[src/rtl/nibble_sub_seq.sv]
// Wide subtractor that reuses one 4-bit subtract slice, LSB nibble first, one nibble per clock.
// Optional zero-result flag port enabled by defining NSEQ_ZERO_FLAG_EN.
module nibble_sub_seq #(
  parameter int  NIB = 4,
  localparam int W   = 4 * NIB
) (
  input  logic         clk,
  input  logic         rst,
  input  logic         start,
  input  logic [W-1:0] a,
  input  logic [W-1:0] b,
  output logic         ready,
  output logic         busy,
  output logic         done,
  output logic [W-1:0] d,
  output logic         cout
`ifdef NSEQ_ZERO_FLAG_EN
  ,
  output logic         zero
`endif
);

  localparam int IW = (NIB > 1) ? $clog2(NIB) : 1;

  typedef enum logic [1:0] {
    IDLE = 2'd0,
    RUN  = 2'd1,
    DONE = 2'd2
  } state_t;

  state_t         st, st_next;
  logic [W-1:0]   ar, br, wk, wk_merged;
  logic           c;
  logic [IW-1:0]  idx;
  logic [3:0]     an, bn, dn;
  logic           c_out;
  logic           last;
  logic           accept;

  // The one shared slice: a_n + ~b_n + c_in, with c seeded to 1 on capture.
  assign an             = ar[4*idx +: 4];
  assign bn             = br[4*idx +: 4];
  assign {c_out, dn}    = {1'b0, an} + {1'b0, ~bn} + {4'b0000, c};

  assign last   = (idx == IW'(NIB - 1));
  assign accept = start && (st != RUN);

  assign ready = (st != RUN);
  assign busy  = (st == RUN);
  assign done  = (st == DONE);

  // NOTE: every signal written in a combinational block gets a default first so no latch is inferred.
  always_comb begin
    wk_merged              = wk;
    wk_merged[4*idx +: 4]  = dn;
  end

  always_comb begin
    st_next = st;
    case (st)
      IDLE:    if (start) st_next = RUN;
      RUN:     if (last)  st_next = DONE;
      DONE:    st_next = start ? RUN : IDLE;
      default: st_next = IDLE;
    endcase
  end

  // NOTE: sequential state uses non-blocking assignments so all registers update from pre-edge values.
  // NOTE: the operand and work registers are plain flops, so they are cleared by reset like any other state.
  always_ff @(posedge clk) begin
    if (rst) begin
      st   <= IDLE;
      idx  <= '0;
      c    <= 1'b0;
      ar   <= '0;
      br   <= '0;
      wk   <= '0;
      d    <= '0;
      cout <= 1'b0;
`ifdef NSEQ_ZERO_FLAG_EN
      zero <= 1'b1;
`endif
    end else begin
      st <= st_next;
      if (accept) begin
        ar  <= a;
        br  <= b;
        c   <= 1'b1;
        idx <= '0;
      end else if (st == RUN) begin
        wk <= wk_merged;
        c  <= c_out;
        if (last) begin
          // Publish the merged word so the final nibble is visible together with the rest.
          d    <= wk_merged;
          cout <= c_out;
`ifdef NSEQ_ZERO_FLAG_EN
          zero <= (wk_merged == '0);
`endif
        end else begin
          idx <= idx + 1'b1;
        end
      end
    end
  end

endmodule

[config.mk]
export PLATFORM = sky130hd
export DESIGN_NAME = nibble_sub_seq
export DESIGN_NICKNAME = d
export VERILOG_FILES = /design/src/rtl/nibble_sub_seq.sv
export SDC_FILE = /design/constraint.sdc
export NUM_CORES = 1
export LEC_CHECK = 0
export ABC_CLOCK_PERIOD_IN_PS = 3100
export CAP_MARGIN = 15
export CORE_ASPECT_RATIO = 0.9
export CORE_MARGIN = 5
export CORE_UTILIZATION = 50
export DETAILED_ROUTE_END_ITERATION = 10
export MAX_ROUTING_LAYER = met4
export PLACE_DENSITY_LB_ADDON = 0.2
export SETUP_SLACK_MARGIN = 0.05
export SKIP_CTS_REPAIR_TIMING = 1
export SYNTH_ARGS = -nofsm -noshare
export SYNTH_HDL_FRONTEND = slang
export SYNTH_SLANG_ARGS = --single-unit
[constraint.sdc]
create_clock -name clk -period 3.1 [get_ports clk]
set_input_delay 0.62 -clock clk [delete_from_list [all_inputs] [get_ports clk]]
set_output_delay 0.62 -clock clk [all_outputs]
set_load 0.005 [all_outputs]
# --- Yosys cells after proc, flatten, opt, wreduce, memory -nomap -nowiden ---
# Cells that the tools add are included.
totals:
  reg_bits: 70
  elab_cells: 40
  output_inout_bits: 20
  in_bits: 35
classes:
  n_eq_ne: 6
  add_sub_neg: 4
  n_bitwise: 3
  shift: 4
  n_reduce_logical: 8
  muxes: 7
ops:
  columns: ["operator", "count"]
  rows:
  - ["4-bit negator with 34-bit output", 1]
  - ["4-bit by 34-bit variable shift with 16-bit output (first input constant)", 1]
  - ["4-bit by 34-bit variable part select with 16-bit output", 1]
  - ["16-bit by 5-bit variable part select with 4-bit output", 2]
  - ["16-bit bitwise mux", 1]
  - ["2-bit one-hot mux with 3 select lines", 1]
  - ["2-bit AND reduction", 3]
  - ["4-bit by 4-bit adder with 5-bit output", 1]
  - ["5-bit by 1-bit adder with 5-bit output", 1]
  - ["2-bit equality test (second input constant)", 2]
  - ["2-bit 2-to-1 mux", 2]
  - ["2-bit by 1-bit inequality test with 1-bit output (second input constant)", 2]
  - ["4-bit inverter", 1]
  - ["1-bit 2-to-1 mux", 3]
  - ["3-bit AND reduction", 1]
  - ["2-bit by 1-bit adder with 2-bit output (second input constant)", 1]
  - ["2-bit by 1-bit equality test with 1-bit output (second input constant)", 1]
  - ["2-bit logical NOT", 1]
  - ["2-bit inequality test (second input constant)", 1]
  - ["1-bit inverter", 2]
  - ["2-bit nonzero test", 1]
  - ["2-bit OR reduction", 1]
  - ["1-bit logical AND", 1]

# --- Longest topological paths before layout ---
logic_depth:
  word_depth: 6
  depth_mapped: 10
  depth_no_buf: 9

# --- Worst setup path before layout ---
# No wires, ideal clock.
synth_path:
  path_kind: "reg2reg"
  start: "register idx[0]"
  end: "register wk[9]"
  t_arrival_ns: 2.603
  period_less_slack_ns: 2.742
  slack_ns: 0.358
  n_path_buf: 1
  setup_time_ns: 0.139
  required_ns: 2.961
  path_stages_with_launch: 10
  path_cell_list: "dfxtp_1 > buf_6 > mux4_2 > fa_1 > inv_1 > fa_1 > nor2b_1 > and3_1 > a21oi_1 > a211oi_1"
synth_via:
  elab_chain_cells: 6
  word_cells_on_any_way: 9
  classes_between: "3 x add/sub; 4 x shift; 1 x mux; 1 x bitwise"
synth_lines:
  columns: ["element", "line", "rtl"]
  rows:
  - ["start: declaration", "34", "logic [IW-1:0] idx;"]
  - ["start signal: assignment", "101", "idx <= idx + 1'b1;"]
  - ["16-bit by 5-bit variable part select with 4-bit output", "42", "assign bn = br[4*idx +: 4];"]
  - ["4-bit inverter", "43", "assign {c_out, dn} = {1'b0, an} + {1'b0, ~bn} + {4'b0000, c};"]
  - ["4-bit by 4-bit adder with 5-bit output", "43", null]
  - ["5-bit by 1-bit adder with 5-bit output", "43", null]
  - ["4-bit by 34-bit variable part select with 16-bit output", "55", "wk_merged[4*idx +: 4] = dn;"]
  - ["16-bit bitwise mux (*)", "55", null]
  - ["end signal: assignment", "91", "wk <= wk_merged;"]
  - ["end: declaration", "32", "logic [W-1:0] ar, br, wk, wk_merged;"]
# Every way passes the cells marked *; elsewhere a longest branch is shown, timed or not.
# A chain may end at the register's enable or synchronous reset.

# --- Worst setup path after layout ---
# Same ends and word-level chain as after synthesis.

==> flow_summary.rst <==
.. list-table::
   :header-rows: 1

   * - Metric
     - Value
   * - Outcome
     - finished, final reports clean
   * - Die footprint
     - 8170 sq um
   * - Setup tns final
     - 0 ns
   * - Number of gates on the worst path with buffers counted
     - 8
   * - WS Path Type
     - reg2reg
   * - Fraction of registers with async set/reset
     - 0
   * - Half-perimeter wire length after detailed placement
     - 5080 um
   * - CTS tree
     - built
   * - Inserted Diodes
     - 0
   * - Maximum fanout count along the critical path
     - 4
   * - Seq/Total Area, Yosys
     - 0.434
   * - Startpoint type of the worst setup path
     - register
   * - Final count of negative-setup-slack endpoints
     - 0
   * - Clock skew
     - between 0.003 and 0.004 ns
   * - Core footprint
     - 6220 sq um
   * - Kind of cell with the highest combined delay on the critical path
     - adder cells
   * - Post-detailed-route DRC marker count
     - 0
   * - Global-route usage over all layers
     - 0.194
   * - VDD IR max
     - 0.322 mV
   * - Post-layout net count
     - 456
   * - Cell count after synthesis
     - 362
   * - Post-Place Cells
     - between 400 and 500
   * - Share of the cycle needed by the critical path after routing
     - 0.881
   * - Routed length per placed instance
     - 14.1 um
   * - Max Cap Violations
     - 0
   * - Cells along the critical path
     - mux4_2 > fa_1 > inv_1 > fa_1 > nor2b_1 > and3_1 > a21oi_1 > a211oi_1
   * - Kind of end point of the critical path
     - register
   * - Mapped Nets
     - between 400 and 500
   * - Fin. Hold Viols
     - 0
   * - Peak Freq
     - 0.366 GHz
   * - Fraction of post-synthesis cell area in the top cell type by area
     - 0.434
   * - Die boundary width
     - 94.7 um
   * - Worst-case register-to-register setup slack
     - about 0.37 ns
   * - Number of port buffers
     - 54
   * - Beginning of the worst register-to-register path
     - idx[0]
   * - Worst Reg2Reg Path Length in Cells
     - 8
   * - Critical Path End
     - wk[9]
   * - Root buffer cell
     - clkbuf_8
   * - Delay of the slowest critical-path stage
     - 0.54 ns
   * - Worst Path Required
     - 3.32 ns
   * - Leakage power total
     - 1.46 nW
   * - Dominant cell type by count on the critical path
     - fa_1
   * - Overall overflow remaining after global route
     - 0
   * - Endpoint of the worst-slack reg-to-reg timing path
     - wk[9]
   * - Clock input transition at the sequential cells of the worst setup and hold paths
     - 0.07 ns
   * - Min-Delay Path Class
     - reg2reg
   * - Number of global-route vias before repair
     - approximately 2600
   * - Initial antenna violation count
     - 0
   * - Worst relative slew slack
     - 0.641
   * - Drt total wl
     - about 7000 um
   * - Number of DRC markers after the initial detailed-route iteration
     - 105
   * - Slowest library cell on the worst path
     - mux4_2
   * - DRT antenna net count
     - 0
   * - Unrepaired setup endpoints after global routing
     - no
   * - Signal arrival time at the worst endpoint
     - 2.95 ns
   * - Average size of a mapped cell
     - 8.92 sq um
   * - Count of standard-cell rows
     - 27
   * - Drt pass-1 iters
     - 4
   * - Cell area after technology mapping
     - ~3200 sq um
   * - Number of synthesized register bits
     - 70
   * - Top-level port count
     - 55
   * - Wire length of the first global-routing pass
     - 12000 um
   * - Area delta synth->final
     - 23.2%
   * - Final non-filler cell total
     - 502
   * - Primary flip-flop cell chosen by synthesis mapping
     - dfxtp_1
   * - TritonCTS Buffers
     - 9
   * - Clock latency on the worst-skew pair
     - 0.35 ns
   * - CTS sink cnt
     - 70
   * - Starting Density
     - 0.520
   * - Combined buffer and inverter count along the critical path
     - 1
   * - Cell area power density
     - around 480 nW/um^2
   * - Final weighted congestion in routability-driven placement
     - 0.875
   * - Transition time at the pin with the least slew margin
     - 0.539 ns
   * - Final min period
     - roughly 2.7 ns
   * - Number of enable flip-flop cells after synthesis
     - 0
   * - Die Y-Extent
     - 86.2 um
   * - Unique cell type count in the Yosys netlist
     - 45
   * - Main area contributors after synthesis
     - dfxtp_1 (43%), nand2_1 (8.7%), a21oi_1 (6.5%)
   * - Via density per instance
     - 5.32
   * - Deepest level of the CTS H-tree
     - 3
   * - Pin count of the biggest net entering global routing
     - 48
   * - Final slew viol count
     - 0
   * - Fraction of layout cells with a size suffix above 1
     - 0.142
   * - Synthesis warning total
     - 0
   * - Maximum root-to-sink buffer count
     - 2
   * - Via count
     - 2670
   * - Largest area contributor in the netlist
     - dfxtp_1
   * - Crit path launch
     - idx[0]
[area by class of cell]
class                      instances  area, sq um
clock buffer                      12          145
clock inverter                     4         22.5
fill                             562         2240
inverter                          15         56.3
multi-input combinational        252         1640
sequential                        70         1400
tap                               87          109
timing repair buffer              62          608
[sequential cells by signal (all words and copies together), names as in the netlist]
| signal | flops |
|---|---|
| ar | 16 |
| br | 16 |
| c | 1 |
| cout | 1 |
| d | 16 |
| idx | 2 |
| st | 2 |
| wk | 16 |
[worst min path at each step]
stage | start | end | slack (ns) | depth (start not counted)
floorplan | wk[3] | wk[3] | 0.43 | 2
global route | ar[3] | ar[3] | 0.47 | 2
CTS | ar[3] | ar[3] | 0.46 | 2
detailed placement | ar[3] | ar[3] | 0.45 | 2
global placement | br[13] | br[13] | 0.44 | 2
finish | ar[15] | ar[15] | 0.46 | 2
[Yosys cell counts (3+ instances only)]
cell type,instances
dfxtp_1,70
nand3b_1,4
a211oi_1,6
buf_2,8
clkbuf_1,11
ha_1,9
inv_1,11
a221oi_1,6
and2_1,3
buf_6,3
mux4_2,8
nor2_1,36
nor3_1,5
o21ai_1,3
nand3_1,4
nor2b_1,4
a211oi_2,12
inv_2,3
nand2_1,75
a22oi_1,5
nor3_2,4
a21oi_1,42
[power breakdown]
part / leakage [nW] / total [mW] / internal (mW) / switching [mW]
registers: 0.571 / 0.965 / 0.941 / 0.0238
clock network: 0.0861 / 0.633 / 0.308 / 0.325
logic: 0.804 / 0.327 / 0.142 / 0.184
[stage by stage]
step	utilization	hold WS, ns	total power, mW	setup slack (ns)	cell area [sq um]
2_1_floorplan	-	0.432	1.20	0.358	3230
3_3_place_gp	0.613	0.440	1.30	0.517	3810
3_5_place_dp	0.613	0.447	1.31	0.381	3810
4_1_cts	0.640	0.457	1.94	0.367	3980
5_1_grt	0.640	0.473	2.03	0.187	3980
6_report	0.640	0.456	1.93	0.370	3980
[routing by layer]
layer,global-route usage,routed length (um)
met5,-,0
met4,0.0865,178
met3,0.0590,321
met2,0.305,3480
met1,0.231,3090
[worst reg2reg max path, delay by kind of cell, from the launching register on]
family	cells	cell delay [ns]
compound gates	2	0.31
fa+ha+maj	2	0.87
buf+inv	1	0.09
flops	1	0.41
mux	1	0.54
simple gates	2	0.37
[layout by cell type, fill, tap and decap left out, types with 2 or more instances in the layout]
| master | netlist | routed |
|---|---|---|
| clkinv_2 | 0 | 3 |
| nor2b_1 | 4 | 4 |
| nand3b_1 | 4 | 4 |
| a21o_1 | 2 | 2 |
| mux4_2 | 8 | 8 |
| inv_2 | 3 | 3 |
| nor3_1 | 5 | 5 |
| nor3_2 | 4 | 4 |
| dfxtp_1 | 70 | 70 |
| a211oi_2 | 12 | 12 |
| a221oi_1 | 6 | 6 |
| and2_1 | 3 | 3 |
| inv_1 | 11 | 11 |
| nand2_1 | 75 | 75 |
| clkbuf_8 | 0 | 10 |
| and3_1 | 2 | 2 |
| a211oi_1 | 6 | 6 |
| a22oi_1 | 5 | 5 |
| a21oi_1 | 42 | 42 |
| clkdlybuf4s50_1 | 0 | 53 |
| nor4_2 | 2 | 2 |
| nand3_1 | 4 | 4 |
| a32oi_1 | 2 | 2 |
| nor2_1 | 36 | 36 |
| buf_4 | 2 | 7 |
| fa_1 | 2 | 2 |
| clkbuf_1 | 11 | 2 |
| o21ai_1 | 3 | 3 |
| a31oi_1 | 2 | 2 |
| ha_1 | 9 | 9 |
[cell families after synthesis]
family                   after synthesis  share of synthesized area
AO/OA/AOI/OAI                         83                      0.179
XOR/XNOR                               2                    0.00543
adder cells (fa/ha/maj)               11                     0.0473
buffers and inverters                 40                     0.0589
flip-flops                            70                      0.434
multiplexers                           8                     0.0558
AND/OR/NAND/NOR                      148                      0.220
Power figures use the tool's default switching activity.
